===== config.mk =====
export PLATFORM = sky130hd
export DESIGN_NAME = vga_timing_gen_flat
export DESIGN_NICKNAME = d
export VERILOG_FILES = /design/src/rtl/vga_timing_gen_if.sv /design/src/rtl/vga_timing_gen.sv /design/src/flat_wrapper.sv
export SDC_FILE = /design/constraint.sdc
export NUM_CORES = 1
export LEC_CHECK = 0
export CAP_MARGIN = 20
export CORE_MARGIN = 1
export CORE_UTILIZATION = 47
export DETAILED_ROUTE_END_ITERATION = 10
export PLACE_DENSITY = 0.86
export SYNTH_ARGS = -nofsm -noshare
export SYNTH_HDL_FRONTEND = slang
export SYNTH_SLANG_ARGS = --single-unit

===== constraint.sdc =====
create_clock -name CLK -period 2.4 [get_ports CLK]
set_input_delay 0.72 -clock CLK [delete_from_list [all_inputs] [get_ports CLK]]
set_output_delay 0.72 -clock CLK [all_outputs]
set_load 0.1 [all_outputs]

===== src/rtl/vga_timing_gen_if.sv =====
// Signal bundle between the VGA scan generator, the character ROM and the DAC.
// The generator is the master: it drives addresses, syncs and colour, and samples Data.
interface vga_timing_gen_if;
    logic        Data;
    logic [10:0] Columnas;
    logic [9:0]  Filas;
    logic        HSYNC;
    logic        VSYNC;
    logic [3:0]  R;
    logic [3:0]  G;
    logic [3:0]  B;
    logic        Visible;
    logic        FrameStart;

    modport master (
        input  Data,
        output Columnas, Filas, HSYNC, VSYNC, R, G, B, Visible, FrameStart
    );

    modport slave (
        output Data,
        input  Columnas, Filas, HSYNC, VSYNC, R, G, B, Visible, FrameStart
    );
endinterface


===== src/rtl/vga_timing_gen.sv =====
// VGA scan initiator: column/row counters address the character ROM, and the
// returned pixel bit is turned into latency-aligned sync and 4:4:4 RGB.
module vga_timing_gen #(
    parameter int          H_VISIBLE = 800,
    parameter int          H_FP      = 56,
    parameter int          H_SYNC    = 120,
    parameter int          H_BP      = 64,
    parameter int          V_VISIBLE = 600,
    parameter int          V_FP      = 37,
    parameter int          V_SYNC    = 6,
    parameter int          V_BP      = 23,
    parameter bit          SYNC_POL  = 1'b1,
    parameter int          LATENCY   = 1,
    parameter logic [11:0] FG_COLOR  = 12'hFFF,
    parameter logic [11:0] BG_COLOR  = 12'h000
) (
    input  logic               CLK,
    input  logic               RST,
    vga_timing_gen_if.master   vga
);

    localparam int H_TOTAL = H_VISIBLE + H_FP + H_SYNC + H_BP;
    localparam int V_TOTAL = V_VISIBLE + V_FP + V_SYNC + V_BP;

    localparam logic [10:0] H_LAST     = 11'(H_TOTAL - 1);
    localparam logic [10:0] H_VIS_END  = 11'(H_VISIBLE);
    localparam logic [10:0] HS_FIRST   = 11'(H_VISIBLE + H_FP);
    localparam logic [10:0] HS_LAST    = 11'(H_VISIBLE + H_FP + H_SYNC - 1);
    localparam logic [9:0]  V_LAST     = 10'(V_TOTAL - 1);
    localparam logic [9:0]  V_VIS_END  = 10'(V_VISIBLE);
    localparam logic [9:0]  VS_FIRST   = 10'(V_VISIBLE + V_FP);
    localparam logic [9:0]  VS_LAST    = 10'(V_VISIBLE + V_FP + V_SYNC - 1);

    logic [10:0] r_col;
    logic [9:0]  r_row;
    logic        w_line_end;
    logic        w_frame_end;
    logic [2:0]  w_dec;       // {vis, hs, vs} for the position presented now
    logic [2:0]  w_dec_d;     // same decode, aligned with the Data sample edge

    logic        r_vis;
    logic        r_hsync;
    logic        r_vsync;
    logic [11:0] r_rgb;
    logic        r_frame_start;

    assign w_line_end  = (r_col == H_LAST);
    assign w_frame_end = w_line_end && (r_row == V_LAST);

    always_ff @(posedge CLK or posedge RST) begin
        if (RST) begin
            r_col <= 11'd0;
            r_row <= 10'd0;
        end else if (w_line_end) begin
            r_col <= 11'd0;
            r_row <= w_frame_end ? 10'd0 : r_row + 10'd1;
        end else begin
            r_col <= r_col + 11'd1;
        end
    end

    always_comb begin
        w_dec    = 3'b000;
        w_dec[2] = (r_col < H_VIS_END) && (r_row < V_VIS_END);
        w_dec[1] = (r_col >= HS_FIRST) && (r_col <= HS_LAST);
        w_dec[0] = (r_row >= VS_FIRST) && (r_row <= VS_LAST);
    end

    // The output register is the last stage of the LATENCY-deep decode pipeline,
    // so only LATENCY-1 extra stages sit in front of it.
    if (LATENCY > 1) begin : g_dly
        logic [2:0] r_dly [LATENCY-1];

        always_ff @(posedge CLK or posedge RST) begin
            if (RST) begin
                for (int i = 0; i < LATENCY - 1; i++) begin
                    r_dly[i] <= 3'b000;
                end
            end else begin
                r_dly[0] <= w_dec;
                for (int i = 1; i < LATENCY - 1; i++) begin
                    r_dly[i] <= r_dly[i-1];
                end
            end
        end

        assign w_dec_d = r_dly[LATENCY-2];
    end else begin : g_nodly
        assign w_dec_d = w_dec;
    end

    always_ff @(posedge CLK or posedge RST) begin
        if (RST) begin
            r_vis         <= 1'b0;
            r_hsync       <= !SYNC_POL;
            r_vsync       <= !SYNC_POL;
            r_rgb         <= 12'h000;
            r_frame_start <= 1'b0;
        end else begin
            r_vis         <= w_dec_d[2];
            r_hsync       <= w_dec_d[1] ? SYNC_POL : !SYNC_POL;
            r_vsync       <= w_dec_d[0] ? SYNC_POL : !SYNC_POL;
            r_rgb         <= !w_dec_d[2] ? 12'h000 : (vga.Data ? FG_COLOR : BG_COLOR);
            r_frame_start <= w_frame_end;
        end
    end

    assign vga.Columnas   = r_col;
    assign vga.Filas      = r_row;
    assign vga.Visible    = r_vis;
    assign vga.HSYNC      = r_hsync;
    assign vga.VSYNC      = r_vsync;
    assign vga.R          = r_rgb[11:8];
    assign vga.G          = r_rgb[7:4];
    assign vga.B          = r_rgb[3:0];
    assign vga.FrameStart = r_frame_start;

endmodule

===== src/flat_wrapper.sv =====
// flat-port wrapper written by rule: the top's interface ports become plain ports
module vga_timing_gen_flat 
#(
    parameter int          H_VISIBLE = 800,
    parameter int          H_FP      = 56,
    parameter int          H_SYNC    = 120,
    parameter int          H_BP      = 64,
    parameter int          V_VISIBLE = 600,
    parameter int          V_FP      = 37,
    parameter int          V_SYNC    = 6,
    parameter int          V_BP      = 23,
    parameter bit          SYNC_POL  = 1'b1,
    parameter int          LATENCY   = 1,
    parameter logic [11:0] FG_COLOR  = 12'hFFF,
    parameter logic [11:0] BG_COLOR  = 12'h000
)
  (CLK, RST, vga_Data, vga_Columnas, vga_Filas, vga_HSYNC, vga_VSYNC, vga_R, vga_G, vga_B, vga_Visible, vga_FrameStart);
  vga_timing_gen_if vga_i ();
  input  logic CLK;
  input  logic RST;
  input wire logic [$bits(vga_i.Data)-1:0] vga_Data;
  output wire logic [$bits(vga_i.Columnas)-1:0] vga_Columnas;
  output wire logic [$bits(vga_i.Filas)-1:0] vga_Filas;
  output wire logic [$bits(vga_i.HSYNC)-1:0] vga_HSYNC;
  output wire logic [$bits(vga_i.VSYNC)-1:0] vga_VSYNC;
  output wire logic [$bits(vga_i.R)-1:0] vga_R;
  output wire logic [$bits(vga_i.G)-1:0] vga_G;
  output wire logic [$bits(vga_i.B)-1:0] vga_B;
  output wire logic [$bits(vga_i.Visible)-1:0] vga_Visible;
  output wire logic [$bits(vga_i.FrameStart)-1:0] vga_FrameStart;
  assign vga_i.Data = vga_Data;
  assign vga_Columnas = vga_i.Columnas;
  assign vga_Filas = vga_i.Filas;
  assign vga_HSYNC = vga_i.HSYNC;
  assign vga_VSYNC = vga_i.VSYNC;
  assign vga_R = vga_i.R;
  assign vga_G = vga_i.G;
  assign vga_B = vga_i.B;
  assign vga_Visible = vga_i.Visible;
  assign vga_FrameStart = vga_i.FrameStart;
  vga_timing_gen #(.H_VISIBLE(H_VISIBLE), .H_FP(H_FP), .H_SYNC(H_SYNC), .H_BP(H_BP), .V_VISIBLE(V_VISIBLE), .V_FP(V_FP), .V_SYNC(V_SYNC), .V_BP(V_BP), .SYNC_POL(SYNC_POL), .LATENCY(LATENCY), .FG_COLOR(FG_COLOR), .BG_COLOR(BG_COLOR)) u_core (.CLK(CLK), .RST(RST), .vga(vga_i));
endmodule

Yosys cells after proc, flatten, opt, wreduce, memory -nomap -nowiden

Cells that the tools add are included.

Output and inout bits: 37
Flip-flop bits (word level): 37
Logic and storage cells: 27
Input bits: 3

Reduce and logical (&&, ||, !) cells: 4
Eq/ne operators: 2
Add/sub/neg operators: 2
Mux-type cells: 6
$lt $le $gt $ge: 6

Operator list:

| kind                  | number |
|---|---|
| $mux 12               | 2 |
| $add 11x1->11 const B | 1 |
| $eq 11x11->1 const B  | 1 |
| $ge 11x10->1 const B  | 1 |
| $le 11x10->1 const B  | 1 |
| $lt 11x10->1 const B  | 1 |
| $mux 11               | 1 |
| $add 10x1->10 const B | 1 |
| $eq 10x10->1 const B  | 1 |
| $ge 10x10->1 const B  | 1 |
| $le 10x10->1 const B  | 1 |
| $lt 10x10->1 const B  | 1 |
| $mux 10               | 1 |
| $logic_and 1x1->1     | 4 |
| $mux 1                | 2 |

Logic depth before layout (Yosys ltp)

Gate-level depths: netlist (run 1).

Word-level depth: 3
Depth in mapped cells: 6

Least setup slack after synthesis (run 1)

OpenSTA, ideal clock, no wires.

Path kind: register to register
Start point: register u_core.r_col[0], in the netlist u_core.vga.Columnas[0]
End point: register u_core.r_row[6], in the netlist u_core.vga.Filas[6]
Buffers on the path: 0
Path slack: -0.217 ns
Stages on the path, launching flop included: 6
Setup time: 0.070 ns
Data required time: 2.330 ns
Clock period less this slack: 2.617 ns
Data arrival time: 2.548 ns
Cells stage by stage: dfrtp_1 > ha_1 > nand3_1 > or4_4 > or4_1 > nand2_1

Longest elaborated chain between the ends: 3

Ends and longest elaborated chain:

| what                   | RTL line             | source |
|---|---|---|
| start, declared        | vga_timing_gen.sv:34 | `logic [10:0] r_col;` |
| start signal, assigned | vga_timing_gen.sv:58 | `r_col <= r_col + 11'd1;` |
| $eq 11x11->1 *         | vga_timing_gen.sv:47 | `assign w_line_end = (r_col == H_LAST);` |
| $logic_and 1x1->1      | vga_timing_gen.sv:48 | `assign w_frame_end = w_line_end && (r_row == V_LAST);` |
| $mux 10                | vga_timing_gen.sv:56 | `r_row <= w_frame_end ? 10'd0 : r_row + 10'd1;` |
| end signal, assigned   | vga_timing_gen.sv:56 |  |
| end, declared          | vga_timing_gen.sv:35 | `logic [9:0] r_row;` |

Every way passes the cells marked *; elsewhere a longest branch is shown, timed or not.
A chain may end at the register's enable or synchronous reset.

Final worst setup path (run 1)

Start point: register u_core.r_col[5], in the netlist u_core.vga.Columnas[5]
End point: register u_core.r_row[6], in the netlist u_core.vga.Filas[6]

The elaborated chain is that of the path after synthesis.

==> results.json, run 1 <==
{
  "run_status": "finished, final reports clean",
  "dp_hpwl_um": 2350,
  "fin_crit_ps": 2160,
  "clock_power_share_pct": 27.7,
  "clock-root-buffer": "clkbuf_4",
  "dr.pass1.iters": 4,
  "cts_buffer_depth": 2,
  "syn_avg_cell_area_um2": 10.0,
  "fin_crit_sh_pct": 90.2,
  "required_ps": 2670,
  "hold_path.class": "reg2reg",
  "critPathLaunchType": "register",
  "p_leak_nw": 0.889,
  "power_switching_w": 0.000230,
  "r2r_start": "u_core.vga.Columnas[5]",
  "cp_data_arrival_time_ps": 2440,
  "area_growth_pct": 33.8,
  "worstPathMaxFanout": 13,
  "cts.repair.resized": 0,
  "fin_worst_skew_ps": 6.22,
  "final_antenna_net_count": 0,
  "reg2reg_setup_slack_ps": 240,
  "synth_edf_count": 0,
  "antenna_cells": 0,
  "place_congestion": 0.869,
  "start_util_pct": 50.5,
  "fp-row-count": 19,
  "gr-total-overflow": 0,
  "synth.most_common_cell": "dfrtp_1",
  "syn_inst": 140,
  "cp_slowest_cell": "or4_4",
  "cp_cell_sequence": "or3_4, or4_4, or4_1, nand2_1",
  "ir_drop_mv": 0.395,
  "p_comb_share_pct": 17.8,
  "ctsHoldBuffers": 0,
  "layout.nets": 184,
  "power.internal_w": 0.000576,
  "hold_viol_final": 0,
  "finalMaxSlewViolations": 0,
  "fin_setup_tns_ps": 0,
  "place_inst": 201,
  "setup_viol": 0,
  "synthAdderAreaFrac_pct": 5.35,
  "async_reset_ff_share_pct": 100,
  "fp.dieArea_mm2": 0.00321,
  "netlist_area_mm2": 0.00140,
  "synth.top_cell.area_share_pct": 46.3,
  "syn-num-nets": 149,
  "yosysTopAreaCell": "dfrtp_1",
  "die_h_um": 56.7,
  "critical-path-top-delay-family": "simple AND/OR/NAND/NOR gates",
  "synth_top_family_by_area": "simple AND/OR/NAND/NOR gates",
  "synthTopCellsByCount": "dfrtp_1, buf_4, nor2_1, nand2_1, inv_1",
  "grt_usage_pct": 20.2,
  "slew-limit-headroom_pct": 66.8,
  "path_class": "reg2reg",
  "switching_share_pct": 28.6,
  "drcViolationCount": 0,
  "cp-end-kind": "register",
  "p_per_area_mw_per_mm2": 429,
  "post_synth_and_or_nand_nor_area_fraction_pct": 21.8,
  "critical_path_depth": 4,
  "fillCellCount": 207,
  "worst_pin_slew_ps": 491,
  "grt_max_degree": 27,
  "cts_setup_buffers": 0,
  "yosys.area_share.xor_xnor_pct": 5.61,
  "pin_count": 40,
  "ys_ff_latch": 26,
  "route.vias.total": 1146,
  "h-tree-depth": 1,
  "maxCapViolations": 0,
  "synth_compound_area_share_pct": 11.4,
  "grt_pass1_wl_um": 5090,
  "instances_no_fill": 205,
  "clk_pin_slew_ps": 140,
  "cts_tree": "built",
  "grt_pass1_vias": 1141,
  "rsz0062_at_grt": "no",
  "ff2ff_path_depth": 4,
  "wire_per_inst_um": 15.2,
  "core_mm2": 0.00278,
  "ys_types": 39,
  "antenna_found_initial": 0,
  "cts_made_buffers": 3,
  "reg2reg_to": "u_core.vga.Filas[6]",
  "endpoint": "u_core.vga.Filas[6]",
  "drive_above_1_share_pct": 35.6,
  "crit_path_max_incr_delay_ps": 620,
  "cp_num_buf_inv": 0,
  "drt-initial-drc-count": 31,
  "ys_seq_area_share_pct": 46.3,
  "totalWireLength_um": 3110,
  "seq_power_share_pct": 54.5,
  "numClockSinks": 26,
  "synthMuxAreaShare_pct": 0.802,
  "die_w_um": 56.7,
  "clock.fmax_ghz": 0.462,
  "synth_flop_cell": "dfrtp_1",
  "startpoint": "u_core.vga.Columnas[5]",
  "viasPerCell": 5.59,
  "yosys_warnings": 0,
  "clock_latency_ps": 320,
  "synthTopCellsByArea": "dfrtp_1, buf_4, ha_1",
  "port_buffers": 39
}
power by group through the flow:
stage	Clock (W)	Combinational, W	Sequential [W]
2_1_floorplan	0	0.0000931	0.000456
3_3_place_gp	0	0.000144	0.000447
3_5_place_dp	0	0.000145	0.000447
4_1_cts	0.000226	0.000145	0.000439
5_1_grt	0.000244	0.000147	0.000439
6_report	0.000223	0.000144	0.000439
layer usage:
metal / part of all wire, % / global-route usage, % / vias up
li1: - / - / 549
met4: 1.2 / 7.67 / 0
met5: 0 / 0 / -
met3: 6.1 / 4.38 / 4
met1: 40 / 23.7 / 553
met2: 53 / 36.0 / 40
how the worst min path moves through the flow:
stage	start	endpoint	slack, ps	depth (start not counted)
6_report	u_core.vga.Columnas[0]	u_core.vga.Columnas[0]	510	1
5_1_grt	u_core.vga.Columnas[0]	u_core.vga.Columnas[0]	540	1
4_1_cts	u_core.vga.Columnas[0]	u_core.vga.Columnas[0]	510	1
3_5_place_dp	u_core.vga.Columnas[0]	u_core.vga.Columnas[0]	490	1
3_3_place_gp	u_core.vga.Columnas[0]	u_core.vga.Columnas[0]	490	1
2_1_floorplan	RST	u_core.r_rgb[10]	760	1
through the flow:
step	hold slack (ps)	power [W]	instance area [µm²]	setup slack, ps	utilization (%)
6_report	505	0.000806	1880	236	67.5
3_3_place_gp	487	0.000591	1840	307	66.2
4_1_cts	508	0.000810	1880	243	67.5
5_1_grt	537	0.000831	1880	197	67.5
3_5_place_dp	490	0.000592	1840	278	66.2
2_1_floorplan	759	0.000549	1420	93.9	-
cells in the final DEF (no fill, tap or decap), types with 3 or more instances in the layout:
master and count:
buf_4 29, dfrtp_1 16, buf_12 12, nor2_1 10
dfrtp_2 10, nand2_1 9, inv_1 8, xor2_1 7
o21ai_0 7, nand3_1 6, nand4_1 6, ha_1 6
a21oi_1 4, and2_1 3, nor3_1 3, clkbuf_4 3
registers in the layout, summed over array words and instances (netlist names):
register,cells
u_core.vga.Columnas,11
u_core.vga.Filas,10
u_core.r_rgb,1
u_core.vga.FrameStart,1
u_core.vga.HSYNC,1
u_core.vga.VSYNC,1
u_core.vga.Visible,1
cells by family (layout without fill, tap and decap cells):
group	Yosys count	in the layout
DFF	26	26
muxes	1	1
AOI/OAI and AO/OA	24	24
buffers and inverters	21	55
xor gates and xnor gates	9	9
adders and majority gates	6	6
and+or+nand+nor	53	53
cell type report:
type / count / area, µm² / area share, %
Inverter: 8 / 30.0 / 1.60
Tap cell: 31 / 38.8 / 2.07
Multi-Input combinational cell: 93 / 632 / 33.6
Clock buffer: 4 / 36.3 / 1.93
Timing Repair Buffer: 43 / 478 / 25.4
Sequential cell: 26 / 663 / 35.3
Power figures use the tool's default switching activity.
==> inputs of run 2 (changes only) <==
Settings changed: PLACE_DENSITY 0.86 to 0.78.
==> results.json, run 2 (synthesis results as in run 1) <==
{
  "pin_count": 40,
  "largest_reg_flops": 11,
  "ir_drop_mv": 0.365,
  "rsz0062_at_grt": "no",
  "drt-initial-drc-count": 41,
  "final_common_cell": "buf_4",
  "die_w_um": 56.7,
  "wire_per_inst_um": 14.4,
  "p_per_area_mw_per_mm2": 418,
  "fp-row-count": 19,
  "numClockSinks": 26,
  "cts_buffer_depth": 2,
  "clk_pin_slew_ps": 140,
  "cp_slowest_cell": "or4_4",
  "port_buffers": 39,
  "path_class": "reg2reg",
  "fin_worst_skew_ps": 7.06,
  "area_growth_pct": 33.1,
  "gr-total-overflow": 0,
  "p_comb_share_pct": 18.3,
  "maxCapViolations": 0,
  "cts_setup_buffers": 0,
  "p_leak_nw": 0.883,
  "dp_hpwl_um": 2230,
  "fp.dieArea_mm2": 0.00321,
  "grt_usage_pct": 19.7,
  "totalWireLength_um": 2950,
  "cp_data_arrival_time_ps": 2480,
  "dr.pass1.iters": 4,
  "place_inst": 201,
  "hold_path.class": "reg2reg",
  "antenna_found_initial": 0,
  "antenna_cells": 0,
  "setup_viol": 0,
  "clock-root-buffer": "clkbuf_4",
  "grt_max_degree": 27,
  "drive_above_1_share_pct": 35.1,
  "instances_no_fill": 205,
  "cts_made_buffers": 3,
  "viasPerCell": 5.67,
  "run_status": "finished, final reports clean",
  "place_congestion": 0.827,
  "critPathLaunchType": "register",
  "fin_crit_ps": 2200,
  "cts_tree": "built",
  "ctsHoldBuffers": 0,
  "crit_path_max_incr_delay_ps": 600,
  "grt_pass1_vias": 1082,
  "worst_pin_slew_ps": 534,
  "clock_power_share_pct": 25.4,
  "layout.nets": 184,
  "required_ps": 2680,
  "clock.fmax_ghz": 0.455,
  "fin_crit_sh_pct": 91.6,
  "drcViolationCount": 0,
  "h-tree-depth": 1,
  "switching_share_pct": 29.7,
  "core_mm2": 0.00278,
  "hold_viol_final": 0,
  "power_switching_w": 0.000232,
  "route.vias.total": 1163,
  "grt_pass1_wl_um": 4940,
  "slew-limit-headroom_pct": 63.9,
  "start_util_pct": 50.5,
  "fin_setup_tns_ps": 0,
  "power.internal_w": 0.000549,
  "die_h_um": 56.7,
  "worstPathMaxFanout": 13,
  "final_antenna_net_count": 0,
  "seq_power_share_pct": 56.3,
  "finalMaxSlewViolations": 0,
  "cp_cell_sequence": "or3b_1, or4_4, or4_1, nand2_1",
  "clock_latency_ps": 330,
  "cts.repair.resized": 0,
  "cp-end-kind": "register",
  "final_cell_mix": "buf_4, dfrtp_1, buf_12"
}
## run 2: cell counts in the layout (fill, tap and decap cells not counted)
No cell type changed its count.
## run 2: area by class of cell
cell class              instances  area [µm²]
clock buffers                   4        26.3
fillers                       224         913
inverters                       8        30.0
multi-input cells              93         632
flip-flops and latches         26         663
well taps                      31        38.8
repair buffers                 43         478
## run 2: per-layer routing
layer	share of wire, %	routed length [µm]	vias up	global-route usage [%]
met5	0	0	-	0
met1	42	1230	556	24.3
met4	1.2	34	0	9.76
met2	51	1520	50	33.4
met3	5.8	171	3	3.00
li1	-	-	554	-
## run 2: stage by stage
step           worst slack [ps]  hold slack [ps]  cell area (µm²)  utilization, %  power (W)
2_1_floorplan              93.9              759             1420               -   0.000549
6_report                    202              508             1870            67.2   0.000780
5_1_grt                     131              523             1870            67.2   0.000804
3_3_place_gp                301              477             1840            66.2   0.000591
4_1_cts                     210              510             1870            67.2   0.000786
3_5_place_dp                247              489             1840            66.2   0.000592
## run 2: power groups by stage
stage                     registers, W  clock network, W  logic [W]
final                         0.000439          0.000198   0.000143
after global routing          0.000439          0.000217   0.000147
after CTS                     0.000439          0.000202   0.000144
after detailed placement      0.000447                 0   0.000144
after global placement        0.000447                 0   0.000144
after floorplan               0.000456                 0  0.0000931
## run 2: path summary, 6_finish.rpt
kind,startpoint,to,slack (ps),depth (start not counted)
hold reg to reg,u_core.vga.Columnas[0],u_core.vga.Columnas[0],510,1
setup / recovery,u_core.vga.Columnas[8],u_core.vga.Filas[6],200,4
min in group asynchronous,RST,u_core.vga.Columnas[9],710,3
setup reg to reg,u_core.vga.Columnas[8],u_core.vga.Filas[6],200,4
hold / removal,u_core.vga.Columnas[0],u_core.vga.Columnas[0],510,1
max in group asynchronous,RST,u_core.vga.Columnas[5],1410,3
## run 2: critical path: cells and delay by family (launching register included)
| family | cells | cell delay, ps |
|---|---|---|
| AND/OR/NAND/NOR | 4 | 1680 |
| flip-flops | 1 | 470 |
==> RTL edit 1, RTL diff (settings of run 1) <==
`SYNC_POL` is set to 1'b1 in 2 places; all go to 1'b0.
--- a/src/rtl/vga_timing_gen.sv
+++ b/src/rtl/vga_timing_gen.sv
@@ -11,3 +11,3 @@
     parameter int          V_BP      = 23,
-    parameter bit          SYNC_POL  = 1'b1,
+    parameter bit          SYNC_POL  = 1'b0,
     parameter int          LATENCY   = 1,
--- a/src/flat_wrapper.sv
+++ b/src/flat_wrapper.sv
@@ -11,3 +11,3 @@
     parameter int          V_BP      = 23,
-    parameter bit          SYNC_POL  = 1'b1,
+    parameter bit          SYNC_POL  = 1'b0,
     parameter int          LATENCY   = 1,
Check against the original RTL: not equivalent (a bounded check fails within 4 cycles, from zero or initial values and one cycle with RST high).
==> RTL edit 1 against run 1 <==
  * Total power increased by 10%
  * Routed wire length decreased by 2.8%
  * Cell area grew 3.1%
  * Sequential power is essentially flat
  * Sequential cell count is the same
  * Critical path type is now reg -> out
  * Register-to-register slack better by 320 ps
  * Worst setup slack gained 210 ps
  * Maximum frequency is 11% higher
  * Non-clock buffer count shrank 2
  * Synthesized area rose by 5.6%
==> RTL edit 1: results (changes against run 1) <==
drv_cap: 0  # unchanged
nFillCells: 249  # +20%
ys_seq_area_frac: 0.441  # -0.0230
clk_pin_slew_ps: 140  # about the same
layout.nets: 189  # +2.7%
wl_met2_microns: 1590  # -3.4%
drive_gt1_frac: 0.302  # -0.0546
drc: 0  # unchanged
dpl.hpwl_microns: 2290  # -2.5%
postCtsSetupRepairBufs: 0  # unchanged
synth_common_cells: "dfrtp_1 (24), buf_4 (12), nand3_1 (11)"
clock_path_buffers: 2  # unchanged
synthDistinctLibCells: 37  # -5.1%
top_layer: "met4"
synth_flop_cell: "dfrtp_1"
yosysWarningCount: 0  # unchanged
hold_class: "reg -> reg"
critPathArrivalTime_ps: 1240  # -1200 ps
cts_resized: 0  # unchanged
vdd_drop_max_v: 0.000257  # -35%
tightest_slew_ps: 457  # -33.4 ps
grt_util_all_layers: 0.195  # -0.00749
rr_worst_depth: 5  # +1
m1WireLength_microns: 1280  # +3.5%
antenna_found_initial: 0  # unchanged
async_reset_ff_frac: 1.00  # unchanged
hold_depth: 1  # unchanged
drtIter0Drc: 29  # -6.5%
synth_fp_nets: 159  # +6.7%
gp_congestion: 0.883  # +1.7%
grt_max_degree: 27  # unchanged
largest_reg_flops: 11  # unchanged
finClkSkew_ps: 9.43  # +3.21 ps
root_buffer: "clkbuf_4"
p_leak_nw: 0.861  # -3.2%
port_buffers: 39  # unchanged
worstPathMaxFanout: 12  # -1
grt_pass1_vias: 1092  # -4.3%
htreeDepth: 1  # unchanged
antenna_cells: 0  # unchanged
insertion_delay_ps: 340  # +20 ps
vias: 1205  # +5.1%
route.met3.wl_microns: 100  # -47%
dr.pass1.iters: 4  # unchanged
numCtsBuffers: 3  # unchanged
wl_per_cell_microns: 13.5  # -11%
status: "finished clean"
yosys-top-cells-area: "dfrtp_1 (41%), buf_4 (6.1%), ha_1 (5.1%)"
grt_pass1_wl_microns: 5050  # -0.82%
RTL edit 1: cell types whose count changed after synthesis, sizes merged, moves of 3 or more:
cell / delta
o21ai: +4
and3: +7
xor2: -4
nand2: -3
buf: +4
xnor2: +4
a21oi: +3
or4: -3
nand3: +6
RTL edit 1: path summary, 6_finish.rpt:
check                                  startpoint                endpoint  slack [ps]
setup / recovery                 u_core.r_rgb[10]                vga_B[3]         440
hold / removal             u_core.vga.Columnas[0]  u_core.vga.Columnas[0]         530
setup reg to reg           u_core.vga.Columnas[0]     u_core.vga.Filas[4]         560
hold reg to reg            u_core.vga.Columnas[0]  u_core.vga.Columnas[0]         530
max in group asynchronous                     RST        u_core.vga.VSYNC        1400
min in group asynchronous                     RST  u_core.vga.Columnas[7]         700
RTL edit 1: metal layers:
layer | up-vias | track usage
met4 | 0 | 0.0918
met3 | 5 | 0.0246
met5 | - | 0
met1 | 593 | 0.242
met2 | 36 | 0.337
li1 | 571 | -
RTL edit 1: report_power, final:
group / internal (W) / total (W) / switching [W]
logic: 0.0000443 / 0.000143 / 0.0000984
registers: 0.000439 / 0.000439 / 0.000000208
clock network: 0.000169 / 0.000306 / 0.000137
RTL edit 1: area by class of cell:
cell class              instances  area [sq um]  share of cell area
clock buffers                   3          22.5              0.0116
clock inverters                 1          30.0              0.0155
inverters                       9          33.8              0.0174
multi-input cells              99           667               0.344
flip-flops and latches         26           653               0.337
well taps                      44          55.1              0.0284
repair buffers                 41           475               0.245
RTL edit 1: logic make-up after synthesis:
group | synth area share
AOI/OAI and AO/OA | 0.109
xor gates and xnor gates | 0.0532
DFF | 0.441
adders and majority gates | 0.0506
and+or+nand+nor | 0.224
muxes | 0.0135
buffers and inverters | 0.110
RTL edit 1: worst max-delay path, cell delays in order, from the launching register on:
cell and delay, ps:
dfrtp_1 350, buf_4 320, buf_12 220
RTL edit 1: per-stage QoR:
step	worst slack (ps)	instances	instance area [sq um]
final	444	223	1940
after global routing	370	223	1940
after CTS	420	223	1940
after detailed placement	589	219	1880
after global placement	671	219	1880
after floorplan	190	150	1480
==> RTL edit 2, RTL diff (flow settings as in run 1) <==
Without the edit above. `r_rgb` no longer has a reset.
--- a/src/rtl/vga_timing_gen.sv
+++ b/src/rtl/vga_timing_gen.sv
@@ -96,3 +96,2 @@
             r_vsync       <= !SYNC_POL;
-            r_rgb         <= 12'h000;
             r_frame_start <= 1'b0;
@@ -102,5 +101,8 @@
             r_vsync       <= w_dec_d[0] ? SYNC_POL : !SYNC_POL;
-            r_rgb         <= !w_dec_d[2] ? 12'h000 : (vga.Data ? FG_COLOR : BG_COLOR);
             r_frame_start <= w_frame_end;
         end
+    end
+
+    always_ff @(posedge CLK) begin
+        r_rgb <= !w_dec_d[2] ? 12'h000 : (vga.Data ? FG_COLOR : BG_COLOR);
     end
Behaviour: not the same (Yosys sat finds a counterexample within 4 cycles, from zero or initial values and one cycle with RST high).
==> RTL edit 2 against run 1 <==
  * Total power decreased by 3.6%
  * Cell area decreased by 0.80%
  * Clock skew up 1.3 ps
  * Sequential share of layout area about the same
  * Maximum frequency decreased by 0.23%
  * Routed wire length is 0.26% lower
  * Combinational power hardly changed
  * Sequential cell count did not move
  * Synthesized area is 0.36% lower
  * Worst hold slack improved by 9.9 ps
  * Worst setup slack worse by 5.0 ps
  * Critical path type unchanged
  * Largest cell class unchanged
  * Largest power group unchanged
==> RTL edit 2: results (changes against run 1) <==
numCtsBuffers: 3  # unchanged
avgSynthCellArea_sq_um: 9.99  # -0.36%
postCtsSetupRepairBufs: 0  # unchanged
tightest_slew_ps: 612  # +121 ps
synth_flop_cell: "dfrtp_1"
vdd_drop_max_v: 0.000303  # -23%
status: "finished clean"
slew_viol_final: 0  # unchanged
yosysWarningCount: 0  # unchanged
layout.nets: 184  # unchanged
cp-endpoint: "u_core.vga.Filas[6]"
root_buffer: "clkbuf_4"
antenna_cells: 0  # unchanged
final_cells: 205  # unchanged
crit_slowest_cell: "or4_4"
antenna_found_initial: 0  # unchanged
grt_util_all_layers: 0.205  # +0.00206
p_leak_nw: 0.880  # -1.0%
r2r_end: "u_core.vga.Filas[6]"
finClkSkew_ps: 7.52  # +1.30 ps
critPathArrivalTime_ps: 2430
synth_common_cells: "dfrtp_1 (25), buf_4 (11), nor2_1 (10)"
grt_max_degree: 26  # -3.7%
cts_resized: 0  # unchanged
drtIter0Drc: 19  # -39%
setup.reg_to_reg.worst_slack_ps: 230
grt_pass1_wl_microns: 5200  # +2.0%
dpl.hpwl_microns: 2360  # +0.43%
largest_reg_flops: 11  # unchanged
hold_class: "reg -> reg"
port_buffers: 39  # unchanged
viasPerCell: 5.67  # +1.4%
worstSetupStartpointType: "flop"
clk_pin_slew_ps: 150
route.final.wire_length_microns: 3100  # -0.26%
async_reset_ff_frac: 0.962  # -0.0385
rr_worst_depth: 4  # unchanged
htreeDepth: 1  # unchanged
synth_fp_nets: 149  # unchanged
ys_seq_area_frac: 0.462  # -0.00192
post-place-cells: 201  # unchanged
cp-startpoint: "u_core.vga.Columnas[5]"
drive_gt1_frac: 0.351  # -0.00575
yosys-top-cells-area: "dfrtp_1 (45%), buf_4 (5.9%), ha_1 (5.4%)"
cpPeakStageDelay_ps: 630
grt_pass1_vias: 1153  # +1.1%
hold_violations: 0  # unchanged
fin_crit_ps: 2170  # +5.03 ps
insertion_delay_ps: 320  # about the same
worstPathMaxFanout: 13  # unchanged
synthDistinctLibCells: 40  # +2.6%
dr.pass1.iters: 4  # unchanged
nFillCells: 215  # +3.9%
gp_congestion: 0.840  # -3.3%
clock_path_buffers: 2  # unchanged
-- RTL edit 2: cell types whose count changed after synthesis, sizes merged --
cell | before | now
dfrtp | 26 | 25
dfxtp | 0 | 1
-- RTL edit 2: critical path, delay by kind of cell, from the launching register on --
kind,cells,cell delay (ps)
flip-flops,1,470
AND/OR/NAND/NOR,4,1640
-- RTL edit 2: logic make-up (layout without fill, tap and decap cells) --
family,Yosys count,after routing,synth area share
compound gates,24,24,0.114
mux,1,1,0.00805
simple gates,53,53,0.219
fa+ha+maj,6,6,0.0537
xor+xnor,9,9,0.0564
flops,26,26,0.462
buf+inv,21,55,0.0868
-- RTL edit 2: layer usage --
layer  GRT usage  vias up  share of wire
met1       0.256      548           0.41
met4      0.0906        0         0.0097
met3      0.0276        5          0.060
met5           0        -              0
li1            -      554              -
met2       0.350       55           0.52
-- RTL edit 2: how the worst min path moves through the flow --
stage                                 startpoint                      to  slack (ps)  depth (start not counted)
after floorplan                              RST  u_core.vga.Columnas[4]         750                          1
after global placement    u_core.vga.Columnas[0]  u_core.vga.Columnas[0]         480                          1
after detailed placement  u_core.vga.Columnas[0]  u_core.vga.Columnas[0]         500                          1
after CTS                 u_core.vga.Columnas[0]  u_core.vga.Columnas[0]         510                          1
after global routing      u_core.vga.Columnas[2]  u_core.vga.Columnas[2]         540                          1
final                     u_core.vga.Columnas[0]  u_core.vga.Columnas[0]         520                          1
-- RTL edit 2: layout make-up --
cell class | instances | share of cell area
Clock buffer | 4 | 0.0141
Sequential cell | 26 | 0.353
Tap cell | 31 | 0.0208
Timing Repair Buffer | 43 | 0.257
Multi-Input combinational cell | 93 | 0.339
Inverter | 8 | 0.0161
-- RTL edit 2: stage by stage --
step | setup WS, ps | instance area, sq um | power [W] | utilization | hold WS (ps)
after floorplan | 93.9 | 1410 | 0.000548 | - | 747
after global placement | 302 | 1840 | 0.000591 | 0.660 | 483
after detailed placement | 267 | 1840 | 0.000592 | 0.660 | 496
after CTS | 232 | 1860 | 0.000783 | 0.670 | 513
after global routing | 166 | 1860 | 0.000800 | 0.670 | 542
final | 231 | 1860 | 0.000778 | 0.670 | 515
-- RTL edit 2: power by group --
part / internal (W) / switching, W / leakage (nW)
sequential: 0.000439 / 0.000000222 / 0.324
clock: 0.0000650 / 0.000130 / 0.0150
combinational: 0.0000443 / 0.0000994 / 0.541
